$ cat src/rtl/airhockey_pkg.sv
// Shared types and widths for the air-hockey game-frame datapath.
package airhockey_pkg;

  localparam int FRAME_CNT_W = 16;
  localparam int OVR_CNT_W   = 8;

  typedef enum logic [2:0] {
    ST_IDLE  = 3'd0,
    ST_INPUT = 3'd1,
    ST_PHYS  = 3'd2,
    ST_COLL  = 3'd3,
    ST_SCORE = 3'd4
  } state_e;

  // Saturating increment for the overrun counter.
  function automatic logic [OVR_CNT_W-1:0] sat_inc_ovr(input logic [OVR_CNT_W-1:0] v);
    if (v == {OVR_CNT_W{1'b1}}) begin
      sat_inc_ovr = v;
    end else begin
      sat_inc_ovr = v + {{(OVR_CNT_W-1){1'b0}}, 1'b1};
    end
  endfunction

endpackage

$ cat src/rtl/game_tick_scheduler_tick_divider.sv
// Decimates the tick400 pulse stream into one frame request every TICKS pulses.
module tick_divider #(
  parameter int TICKS = 8
) (
  input  logic clk,
  input  logic rst,
  input  logic tick400,
  output logic frame_req
);

  localparam int CW = (TICKS > 1) ? $clog2(TICKS) : 1;

  logic [CW-1:0] cnt_r;
  logic          wrap_s;

  // The request fires in the same cycle as the wrapping tick.
  always_comb begin
    wrap_s = tick400 && (cnt_r == CW'(TICKS - 1));
  end

  // Tick counter, free-running regardless of scheduler state.
  always_ff @(posedge clk or posedge rst) begin
    if (rst) begin
      cnt_r <= '0;
    end else if (wrap_s) begin
      cnt_r <= '0;
    end else if (tick400) begin
      cnt_r <= cnt_r + CW'(1);
    end else begin
      cnt_r <= cnt_r;
    end
  end

  assign frame_req = wrap_s;

endmodule

$ cat src/rtl/game_tick_scheduler.sv
// Launches one game-frame update (input, physics, collision, score) per frame
// request, with overrun counting and a per-phase watchdog.
module game_tick_scheduler
  import airhockey_pkg::*;
#(
  parameter int TICKS_PER_FRAME = 8,
  parameter int TIMEOUT         = 1023
) (
  input  logic                   clk,
  input  logic                   rst,
  input  logic                   tick400,
  input  logic                   pause,
  input  logic                   in_done,
  input  logic                   phys_done,
  input  logic                   col_done,
  input  logic                   score_done,
  input  logic                   goal,
  output logic                   in_start,
  output logic                   phys_start,
  output logic                   col_start,
  output logic                   score_start,
  output logic                   busy,
  output logic [FRAME_CNT_W-1:0] frame_count,
  output logic [OVR_CNT_W-1:0]   overrun_count,
  output logic                   fault
);

  localparam int WD_W = $clog2(TIMEOUT + 1);

  state_e                 state_r, state_s;
  logic [WD_W-1:0]        wd_r, wd_s;
  logic [FRAME_CNT_W-1:0] frame_cnt_r, frame_cnt_s;
  logic [OVR_CNT_W-1:0]   ovr_r, ovr_s;
  logic                   fault_r, fault_s;
  logic                   busy_r, busy_s;
  logic                   in_start_r, phys_start_r, col_start_r, score_start_r;
  logic                   in_start_s, phys_start_s, col_start_s, score_start_s;
  logic                   frame_req_s;
  logic                   phase_done_s;
  logic                   first_s;

  tick_divider #(
    .TICKS (TICKS_PER_FRAME)
  ) u_tick_divider (
    .clk       (clk),
    .rst       (rst),
    .tick400   (tick400),
    .frame_req (frame_req_s)
  );

  // Select the done pulse that belongs to the current phase.
  always_comb begin
    phase_done_s = 1'b0;
    case (state_r)
      ST_INPUT: phase_done_s = in_done;
      ST_PHYS:  phase_done_s = phys_done;
      ST_COLL:  phase_done_s = col_done;
      ST_SCORE: phase_done_s = score_done;
      default:  phase_done_s = 1'b0;
    endcase
  end

  // Next-state, counters and registered-output next values.
  always_comb begin
    state_s     = state_r;
    wd_s        = wd_r;
    frame_cnt_s = frame_cnt_r;
    ovr_s       = ovr_r;
    fault_s     = fault_r;
    // A done arriving alongside its own start is too early to be genuine.
    first_s     = in_start_r | phys_start_r | col_start_r | score_start_r;

    if (state_r == ST_IDLE) begin
      if (frame_req_s && !pause) begin
        state_s = ST_INPUT;
      end else begin
        state_s = ST_IDLE;
      end
    end else begin
      if (frame_req_s) begin
        ovr_s = sat_inc_ovr(ovr_r);
      end else begin
        ovr_s = ovr_r;
      end

      if (phase_done_s && !first_s) begin
        case (state_r)
          ST_INPUT: state_s = ST_PHYS;
          ST_PHYS:  state_s = ST_COLL;
          ST_COLL: begin
            if (goal) begin
              state_s = ST_SCORE;
            end else begin
              state_s     = ST_IDLE;
              frame_cnt_s = frame_cnt_r + FRAME_CNT_W'(1);
            end
          end
          ST_SCORE: begin
            state_s     = ST_IDLE;
            frame_cnt_s = frame_cnt_r + FRAME_CNT_W'(1);
          end
          default: state_s = ST_IDLE;
        endcase
      end else if (wd_r == WD_W'(TIMEOUT - 1)) begin
        fault_s = 1'b1;
        state_s = ST_IDLE;
      end else begin
        wd_s = wd_r + WD_W'(1);
      end
    end

    if (state_s != state_r) begin
      wd_s = '0;
    end else begin
      wd_s = wd_s;
    end

    in_start_s    = (state_s == ST_INPUT) && (state_r != ST_INPUT);
    phys_start_s  = (state_s == ST_PHYS)  && (state_r != ST_PHYS);
    col_start_s   = (state_s == ST_COLL)  && (state_r != ST_COLL);
    score_start_s = (state_s == ST_SCORE) && (state_r != ST_SCORE);
    busy_s        = (state_s != ST_IDLE);
  end

  // State, counters and all outputs are registered together.
  always_ff @(posedge clk or posedge rst) begin
    if (rst) begin
      state_r       <= ST_IDLE;
      wd_r          <= '0;
      frame_cnt_r   <= '0;
      ovr_r         <= '0;
      fault_r       <= 1'b0;
      busy_r        <= 1'b0;
      in_start_r    <= 1'b0;
      phys_start_r  <= 1'b0;
      col_start_r   <= 1'b0;
      score_start_r <= 1'b0;
    end else begin
      state_r       <= state_s;
      wd_r          <= wd_s;
      frame_cnt_r   <= frame_cnt_s;
      ovr_r         <= ovr_s;
      fault_r       <= fault_s;
      busy_r        <= busy_s;
      in_start_r    <= in_start_s;
      phys_start_r  <= phys_start_s;
      col_start_r   <= col_start_s;
      score_start_r <= score_start_s;
    end
  end

  assign in_start      = in_start_r;
  assign phys_start    = phys_start_r;
  assign col_start     = col_start_r;
  assign score_start   = score_start_r;
  assign busy          = busy_r;
  assign frame_count   = frame_cnt_r;
  assign overrun_count = ovr_r;
  assign fault         = fault_r;

endmodule

$ cat config.mk
export PLATFORM = sky130hd
export DESIGN_NAME = game_tick_scheduler
export DESIGN_NICKNAME = d
export VERILOG_FILES = /design/src/rtl/airhockey_pkg.sv /design/src/rtl/game_tick_scheduler_tick_divider.sv /design/src/rtl/game_tick_scheduler.sv
export SDC_FILE = /design/constraint.sdc
export NUM_CORES = 1
export LEC_CHECK = 0
export ABC_AREA = 1
export CORE_ASPECT_RATIO = 1.2
export CORE_MARGIN = 2
export CORE_UTILIZATION = 40
export DETAILED_ROUTE_END_ITERATION = 16
export DONT_BUFFER_PORTS = 1
export GPL_ROUTABILITY_DRIVEN = 0
export SYNTH_ARGS = -nofsm -noshare
export SYNTH_HDL_FRONTEND = slang
export SYNTH_HIERARCHICAL = 1
export SYNTH_SLANG_ARGS = --single-unit
$ cat constraint.sdc
create_clock -name clk -period 3.5 [get_ports clk]
set_input_delay 0 -clock clk [delete_from_list [all_inputs] [get_ports clk]]
set_output_delay 0 -clock clk [all_outputs]
set_load 0.01 [all_outputs]
======== Word level (Yosys, flattened, before mapping) ========
Cells that the tools add are included.
cells by class
  add/subtract/negate cells ............... 4
  equal/unequal tests ..................... 20
  muxes and demuxes ....................... 15
  bitwise gates (word level) .............. 6
  reduce and logical (&&, ||, !) cells .... 17
operators by type and width
  kind                                                    count
  2-to-1 mux 10 bit                                       4
  one-hot mux 16 bit (2 select lines)                     1
  2-to-1 mux 3 bit                                        6
  adder 16 x 1 -> 16 bit (second input constant)          1
  2-to-1 mux 16 bit                                       1
  equality test 3 x 2 -> 1 bit (second input constant)    4
  adder 10 x 1 -> 10 bit (second input constant)          1
  equality test 10 bit (second input constant)            1
  equality test 3 bit (second input constant)             3
  one-hot mux 3 bit (3 select lines)                      1
  AND reduction 3 bit                                     3
  adder 8 x 1 -> 8 bit (second input constant)            1
  equality test 8 bit (second input constant)             1
  logical AND 1 bit                                       7
  equality test 3 x 1 -> 1 bit (second input constant)    2
  inequality test 2 x 1 -> 1 bit (second input constant)  3
  inequality test 3 x 2 -> 1 bit (second input constant)  2
  one-hot mux 1 bit (4 select lines)                      1
  AND reduction 4 bit                                     1
  nonzero test 2 bit                                      2
  adder 3 x 1 -> 3 bit (second input constant)            1
  logical NOT 3 bit                                       1
  inequality test 3 x 1 -> 1 bit (second input constant)  1
  inequality test 3 bit                                   1
  7 further kinds                                         12
word-level totals
  register bits after elaboration ......... 46
  output and inout bits ................... 30
  logic and storage cells ................. 73

======== Depth between registers and ports, before layout ========
Gate-level depths: netlist (run 1).
  depth in word-level cells ............... 10
  mapped depth ............................ 13
  mapped depth without buffers ............ 13

======== Hierarchy ========
Netlist (run 1), hierarchy kept.
by module, submodules not included
  module               instances  cells each  area an instance (sq um)
  game_tick_scheduler  1          293         2331.0
  tick_divider         1          20          158.9

======== Least setup slack after synthesis (run 1) ========
OpenSTA, ideal clock, no wires.
  kind .................................... reg2reg
  start point ............................. register ovr_r[0], in the netlist overrun_count[0]
  end point ............................... register ovr_r[7], in the netlist overrun_count[7]
  setup time .............................. 0.117 ns
  data arrival time ....................... 1.521 ns
  setup slack ............................. 1.862 ns
  cell stages (with the launch flop) ...... 12
  clock period less this slack ............ 1.638 ns
  path through ............................ dfrtp_1 ha_1 nand3_1 nor2_1 nor2_1 nand2_2 nor2_1 nand3_1 nor2_1 nand2_1 nand2_1 nand2_1
on the way
  cells in the longest elaborated chain, start to end .. 3
  elaborated cells between the ends (all ways) .. 4
RTL lines
  element                                                       line                        text
  from (decl)                                                   game_tick_scheduler.sv:33   logic [OVR_CNT_W-1:0] ovr_r, ovr_s;
  from (signal assigned)                                        game_tick_scheduler.sv:142  ovr_r <= ovr_s;
  branches (longest 3 deep; another with adder 8 x 1 -> 8 bit)  n/a
Several ways; the timed one is not identified.
A chain may end at the register's enable or synchronous reset.

======== Worst setup path after layout (run 1) ========
  start point ............................. register state_r[1]
  end point ............................... register wd_r[2]
on the way
  cells in the longest elaborated chain, start to end .. 8
  elaborated cells between the ends (all ways) .. 17
RTL lines
  element                                            line                        text
  from (decl)                                        game_tick_scheduler.sv:30   state_e state_r, state_s;
  from (signal assigned)                             game_tick_scheduler.sv:139  state_r <= state_s;
  equality test 3 bit, or another cell as far along  game_tick_scheduler.sv:54   case (state_r)
  one-hot mux 1 bit (4 select lines)                 game_tick_scheduler.sv:54
  logical AND 1 bit                                  game_tick_scheduler.sv:86   if (phase_done_s && !first_s) begin
  2-to-1 mux 3 bit                                   game_tick_scheduler.sv:86
  2-to-1 mux 3 bit                                   game_tick_scheduler.sv:73   if (state_r == ST_IDLE) begin
  inequality test 3 bit                              game_tick_scheduler.sv:112  if (state_s != state_r) begin
  inequality test 2 x 1 -> 1 bit (no source line)    n/a
  AND reduction 3 bit (no source line)               n/a
  to (signal assigned)                               game_tick_scheduler.sv:140  wd_r <= wd_s;
  to (decl)                                          game_tick_scheduler.sv:31   logic [WD_W-1:0] wd_r, wd_s;
Parallel ways exist; a longest one is shown, timed or not.

==> results.yml, run 1 <==
timing:
  totalNegativeSetupSlack_ns: 0
  fin_crit_sh: 0.553
  layout_setup_ws_ns: 1.56
  slew-limit-headroom: 0.396
  timing_max_transition_violations_final: 0
  final_hold_viol_count: 0
  setup_viol: 0
  min_period_ns: 1.94
  final.setup_skew_ns: 0.00815
  fmax_ghz: 0.516
  setup_repair_after_global_routing_missed_its_margin: "false"
  worst-slew-pin-transition_ns: 0.905
clocking:
  cts_made_buffers: 5
  cts_max_path_buffers: 2
  tritoncts: "done"
  clk_root_buffer_cell: "sky130_fd_sc_hd__clkbuf_8"
  cts_sinks: 46
  cts_max_level: 2
  path_clk_slew_ns: 0.08
  postCtsSetupRepairBufs: 0
  clock_latency_ns: 0.30
yosys:
  syn_area_per_cell_sq_um: 7.95
  yosys_register_bits: 46
  yosysUniqueCellTypes: 28
  synthesis_warning_total: 6
  ys_seq_area_frac: 0.462
  post_synth_instance_area_sq_um: 2490
  syn_inst: 313
  syn_nets: 328
grt:
  grt_util_all_layers: 0.164
  initial_antenna_violation_count: 0
  globalRoute.totalOverflow: 0
  grt_pass1_wl_mm: 9.14
  grt_pass1_vias: 1936
  pin_count_of_the_biggest_net_entering_global_routing: 44
routing:
  drt.antenna.violating_nets: 0
  remaining_drc_errors: 0
  post_drt_via_cell_ratio: 4.92
  route.detailed.wl_per_inst_um: 12.9
  initialDrtViolationCount: 141
  detailedRoute.firstPassIterationCount: 5
  detailroute.via_count: 1976
  wirelength_mm: 5.20
power:
  share_clk_of_total_power: 0.324
  power.combinational.fraction: 0.077
  power.density_nw_per_um2: 371
  p_switching_uw: 252
  vdd_ir_drop_max_v: 0.000207
  seq_power_share: 0.599
  cellLeakagePower_nw: 1.38
  p_sw_frac: 0.253
  cellInternalPower_uw: 745
critical_path:
  timing.critical_path.arrival_ns: 2.12
  worst-path-max-fanout: 8
  endpoint_kind: "flip-flop"
  critPathRequiredTime_ns: 3.68
  critPathKind: "flip-flop to flip-flop"
  worstSetupStartpointType: "flip-flop"
cells_and_area:
  final_cell_area_sq_um: 2690
  fillers: 602
  most_common_cell_after_layout_fill_and_taps_aside: "sky130_fd_sc_hd__nand2_1"
  area.growth.synth_to_final_pct: 7.94
  mostFrequentLayoutCells: "76 x sky130_fd_sc_hd__nand2_1, 46 x sky130_fd_sc_hd__inv_1, 46 x sky130_fd_sc_hd__dfrtp_1, 36 x sky130_fd_sc_hd__nor2_1, 28 x sky130_fd_sc_hd__nand3_1"
  multiInputGateArea_sq_um: 1140
  post_route_cells_drive_above_1_share: 0.0719
  num_antenna_cells: 0
  final-seq-area_sq_um: 1150
  finalNetCount: 336
die:
  design.die.area_sq_um: 6870
  initial_core_utilization: 0.414
  rows: 31
  die_height_um: 90.4
  dieWidth_um: 76.0
  ios: 39
  core-area_sq_um: 6010
outcome:
  status: "finished, final reports clean"
flow_run:
  maxCapViolations: 0
min_path:
  holdCritPathClass: "input port to async pin"
placed_design:
  dpl_cell_area_sq_um: 2580
  portBuffers: 0
  dp.final_hpwl_mm: 3.74
  dp_slack_ns: 1.57
==> power by group through the flow <==
| stage | logic (mW) | clock network (mW) | registers (mW) |
|---|---|---|---|
| 2_1_floorplan | 0.0615 | 0 | 0.601 |
| 3_3_place_gp | 0.0729 | 0 | 0.606 |
| 3_5_place_dp | 0.0769 | 0 | 0.608 |
| 4_1_cts | 0.0803 | 0.339 | 0.597 |
| 5_1_grt | 0.0944 | 0.356 | 0.601 |
| 6_report | 0.0766 | 0.323 | 0.597 |
==> cell usage after synthesis <==
cell type | instances | area, sq um
sky130_fd_sc_hd__nand2_1 | 76 | 285
sky130_fd_sc_hd__inv_1 | 47 | 176
sky130_fd_sc_hd__dfrtp_1 | 46 | 1150
sky130_fd_sc_hd__nor2_1 | 36 | 135
sky130_fd_sc_hd__nand3_1 | 28 | 140
sky130_fd_sc_hd__xor2_1 | 20 | 175
sky130_fd_sc_hd__o21ai_0 | 11 | 55.1
sky130_fd_sc_hd__ha_1 | 6 | 75.1
sky130_fd_sc_hd__nand4_1 | 6 | 37.5
sky130_fd_sc_hd__nor3_1 | 6 | 30.0
sky130_fd_sc_hd__xnor2_1 | 5 | 43.8
sky130_fd_sc_hd__inv_2 | 4 | 15.0
sky130_fd_sc_hd__nand2_2 | 4 | 25.0
sky130_fd_sc_hd__a21oi_1 | 2 | 10.0
sky130_fd_sc_hd__nand3b_1 | 2 | 15.0
sky130_fd_sc_hd__nor2_2 | 2 | 12.5
sky130_fd_sc_hd__a31o_2 | 1 | 8.76
sky130_fd_sc_hd__and2_1 | 1 | 6.26
sky130_fd_sc_hd__and3_1 | 1 | 6.26
sky130_fd_sc_hd__buf_4 | 1 | 7.51
sky130_fd_sc_hd__mux2_2 | 1 | 11.3
sky130_fd_sc_hd__nand3_2 | 1 | 10.0
sky130_fd_sc_hd__nor2_4 | 1 | 11.3
sky130_fd_sc_hd__nor3_2 | 1 | 10.0
sky130_fd_sc_hd__nor3b_1 | 1 | 7.51
sky130_fd_sc_hd__nor4_1 | 1 | 6.26
sky130_fd_sc_hd__o21ai_4 | 1 | 16.3
sky130_fd_sc_hd__o22ai_1 | 1 | 6.26
==> registers in the layout, summed over array words and instances (netlist names) <==
name	flops
col_start	1
overrun_count	8
state_r	3
in_start	1
busy	1
u_tick_divider/cnt_r	3
frame_count	16
score_start	1
fault	1
phys_start	1
wd_r	10
==> cells by family (layout without fill, tap and decap cells) <==
family	Yosys count	count (layout)	synth area share
AO/OA/AOI/OAI	16	16	0.0387
multiplexers	1	1	0.00452
flip-flops	46	46	0.462
buffers and inverters	52	59	0.0799
AND/OR/NAND/NOR	167	167	0.296
XOR/XNOR	25	25	0.0879
adder cells (fa/ha/maj)	6	6	0.0301
==> final cells by class <==
cell class,count,share of cell area
sequential,46,0.428
tap,82,0.0382
clock buffer,6,0.0307
inverter,51,0.0712
multi-input combinational,215,0.424
timing repair buffer,2,0.00745
==> routing by layer <==
layer / vias to the layer above / GRT usage / wire length (um)
met1: 917 / 0.197 / 2220
met2: 54 / 0.281 / 2590
met4: 0 / 0.0742 / 142
li1: 989 / - / -
met3: 16 / 0.0370 / 248
met5: - / 0 / 0
==> per-stage QoR <==
step | instances | hold slack, ns | util | power (mW)
after floorplan | 313 | -0.246 | - | 0.662
after global placement | 394 | -0.232 | 0.430 | 0.679
after detailed placement | 394 | -0.233 | 0.430 | 0.685
after CTS | 402 | 0.0275 | 0.447 | 1.02
after global routing | 402 | 0.0415 | 0.447 | 1.05
final | 402 | 0.0439 | 0.447 | 0.997
==> what timing repair did <==
action                    in CTS  in global routing
hold endpoints to repair      49                  0
resized for setup              0                  0
hold buffers                   2                  0
==> worst paths after layout <==
path | start | to | slack (ns) | cells past startpoint
max in group asynchronous | rst | wd_r[3]$_DFFE_PP0P_ | 2.57 | 2
min in group clk | goal | score_start$_DFF_PP0_ | 0.04 | 4
min reg2reg | u_tick_divider/cnt_r[1]$_DFFE_PP0P_ | u_tick_divider/cnt_r[1]$_DFFE_PP0P_ | 0.48 | 2
min | rst | u_tick_divider/cnt_r[2]$_DFFE_PP0P_ | 0.04 | 2
max | state_r[1]$_DFF_PP0_ | wd_r[2]$_DFFE_PP0P_ | 1.56 | 12
max reg2reg | state_r[1]$_DFF_PP0_ | wd_r[2]$_DFFE_PP0P_ | 1.56 | 12
==> critical path: stages, from the launching register on <==
cell and delay, ns:
sky130_fd_sc_hd__dfrtp_1 0.46, sky130_fd_sc_hd__nor2_1 0.17, sky130_fd_sc_hd__nand3_1 0.10, sky130_fd_sc_hd__nand2_1 0.15, sky130_fd_sc_hd__inv_1 0.05, sky130_fd_sc_hd__nand2_1 0.12
sky130_fd_sc_hd__nand3_1 0.14, sky130_fd_sc_hd__nand3_1 0.12, sky130_fd_sc_hd__nand2_1 0.12, sky130_fd_sc_hd__nand2_1 0.10, sky130_fd_sc_hd__nand2_1 0.06, sky130_fd_sc_hd__nand2_2 0.16
sky130_fd_sc_hd__nor2_1 0.07
Note: power is estimated with default switching activity, not from simulation.
==> run 2, diff against run 1 <==
- clock period: 3.5 -> 1.7 ns (I/O delays scaled with it)
==> run 2 against run 1 <==
The flow now finishes with violations (setup timing). Sequential power rose by 99%. Power is 120% higher. Clock skew is 0.0056 ns higher. Sequential cell count unchanged. Combinational power rose to 3.7 times the previous value. Clock-buffer cell count down 1. Worst setup slack got worse by 1.6 ns. Critical path type unchanged.
==> results.yml, run 2 (synthesis gave the netlist of run 1 again) <==
outcome:
  status: "finished, violations left"
  violated_checks: "setup timing"
min_path:
  worstHoldEndpoint: "overrun_count[0]$_DFFE_PP0P_"
  hold_path_startpoint: "tick400"
  worst_hold_path.num_cells: 4
  holdCritPathClass: "input port to flip-flop"
power:
  p_switching_uw: 598
  p_sw_frac: 0.277
  totalPowerFinal_mw: 2.16
  cellInternalPower_mw: 1.56
  power.combinational.fraction: 0.130
  cellLeakagePower_nw: 1.62
  share_clk_of_total_power: 0.320
  seq_power_share: 0.550
  power.density_nw_per_um2: 662
  vdd_ir_drop_max_v: 0.000518
die:
  design.die.area_sq_um: 6870
  initial_core_utilization: 0.414
  die_height_um: 90.4
  dieWidth_um: 76.0
  rows: 31
  ios: 39
  core-area_sq_um: 6010
timing:
  timing_max_transition_violations_final: 0
  min_period_ns: 1.70
  layout_setup_ws_ns: -0.000858
  final_hold_viol_count: 0
  worst-slew-pin-transition_ns: 0.472
  fmax_ghz: 0.588
  setup_repair_after_global_routing_missed_its_margin: "true"
  worst_hold_slack_ns: 0.0134
  final.setup_skew_ns: 0.0138
  fin_crit_sh: 1.00
  setup_viol: 1
  slew-limit-headroom: 0.685
critical_path:
  timing.rr.end: "wd_r[5]$_DFFE_PP0P_"
  worst-r2r-setup-slack_ns: -0.0009
  timing.rr.start: "state_r[2]$_DFF_PP0_"
  timing.critical_path.arrival_ns: 1.95
  critPathRequiredTime_ns: 1.95
  worstSetupStartpointType: "flip-flop"
  reg2reg_depth: 11
  endpoint_kind: "flip-flop"
  worst-path-max-fanout: 8
  critPathKind: "flip-flop to flip-flop"
  crit_path_start: "state_r[2]$_DFF_PP0_"
cells_and_area:
  most_common_cell_after_layout_fill_and_taps_aside: "sky130_fd_sc_hd__nand2_1"
  final_util: 0.542
  mostFrequentLayoutCells: "66 x sky130_fd_sc_hd__nand2_1, 44 x sky130_fd_sc_hd__inv_1, 44 x sky130_fd_sc_hd__dfrtp_1, 36 x sky130_fd_sc_hd__buf_4"
  final-instance-count-excl-fill: 447
  final_cell_area_sq_um: 3260
  area.growth.synth_to_final_pct: 31.0
  fillers: 555
  multiInputGateArea_sq_um: 1340
  largest_reg_flops: 16
  final-seq-area_sq_um: 1150
  num_antenna_cells: 0
  post_route_cells_drive_above_1_share: 0.290
  finalNetCount: 379
routing:
  initialDrtViolationCount: 143
  detailedRoute.firstPassIterationCount: 4
  remaining_drc_errors: 0
  drt.antenna.violating_nets: 0
  route.detailed.wl_per_inst_um: 12.6
  wirelength_mm: 5.62
  detailroute.via_count: 2130
  post_drt_via_cell_ratio: 4.77
clocking:
  cts_sinks: 46
  clk_root_buffer_cell: "sky130_fd_sc_hd__clkbuf_8"
  tritoncts: "done"
  cts_max_level: 2
  path_clk_slew_ns: 0.10
  cts_made_buffers: 5
  clock_latency_ns: 0.31
  cts_max_path_buffers: 2
placed_design:
  portBuffers: 0
  place.detailed.instances: 428
  dp.final_hpwl_mm: 4.13
  dpl_cell_area_sq_um: 2850
grt:
  globalRoute.totalOverflow: 0
  initial_antenna_violation_count: 0
  grt_pass1_vias: 2092
  pin_count_of_the_biggest_net_entering_global_routing: 24
  grt_pass1_wl_mm: 9.32
  grt_util_all_layers: 0.167
flow_run:
  maxCapViolations: 0
## run 2: timing repair
| item | CTS | global route |
|---|---|---|
| hold endpoints to repair | 51 | 0 |
| pin swaps | 3 | 20 |
| buffers inserted | 3 | 5 |
| setup endpoints to repair | 9 | 27 |
| hold buffers | 3 | 0 |
| resized for setup | 6 | 59 |
## run 2: worst max-delay path by stage
stage / to / depth (start not counted)
after global routing: wd_r[5]$_DFFE_PP0P_ / 11
after global placement: wd_r[7]$_DFFE_PP0P_ / 10
final: wd_r[5]$_DFFE_PP0P_ / 11
after floorplan: overrun_count[7]$_DFFE_PP0P_ / 11
after detailed placement: wd_r[7]$_DFFE_PP0P_ / 10
after CTS: wd_r[3]$_DFFE_PP0P_ / 11
## run 2: routing by layer
metal  wire length (um)  global-route usage  share of wire  vias to the layer above
met4                127              0.0742          0.023                        0
met3                189              0.0360          0.034                       10
li1                   -                   -              -                     1081
met2               3050               0.292           0.54                       43
met5                  0                   0              0                        -
met1               2260               0.196           0.40                      996
## run 2: final cells by class
cell class | count | area share
clock buffers | 5 | 0.0211
multi-input cells | 215 | 0.412
inverters | 51 | 0.0595
clock inverters | 3 | 0.00652
well taps | 82 | 0.0315
repair buffers | 45 | 0.116
flip-flops and latches | 46 | 0.354
## run 2: worst max-delay path, cell delays in order, from the launching register on
cell and delay (ns):
sky130_fd_sc_hd__dfrtp_1 0.41, sky130_fd_sc_hd__inv_2 0.09, sky130_fd_sc_hd__nand4_1 0.11, sky130_fd_sc_hd__nand2_2 0.08, sky130_fd_sc_hd__o21ai_4 0.25, sky130_fd_sc_hd__inv_2 0.07, sky130_fd_sc_hd__buf_6 0.13, sky130_fd_sc_hd__nand3_4 0.06
sky130_fd_sc_hd__nand2_4 0.05, sky130_fd_sc_hd__nor2_4 0.13, sky130_fd_sc_hd__nand2_4 0.12, sky130_fd_sc_hd__nor2_2 0.12
## run 2: per-stage QoR
stage / setup WS, ns / setup TNS [ns]
global placement: -0.0481 / -0.0697
floorplan: 0.0622 / 0
finish: -0.000858 / -0.000858
global route: -0.108 / -1.40
CTS: -0.00897 / -0.0218
detailed placement: -0.0417 / -0.185
## run 2: power groups by stage
stage / logic [mW] / registers (mW) / clock network [mW]
6_report: 0.280 / 1.19 / 0.691
3_3_place_gp: 0.255 / 1.21 / 0
3_5_place_dp: 0.258 / 1.21 / 0
2_1_floorplan: 0.127 / 1.24 / 0
5_1_grt: 0.322 / 1.20 / 0.763
4_1_cts: 0.266 / 1.19 / 0.718
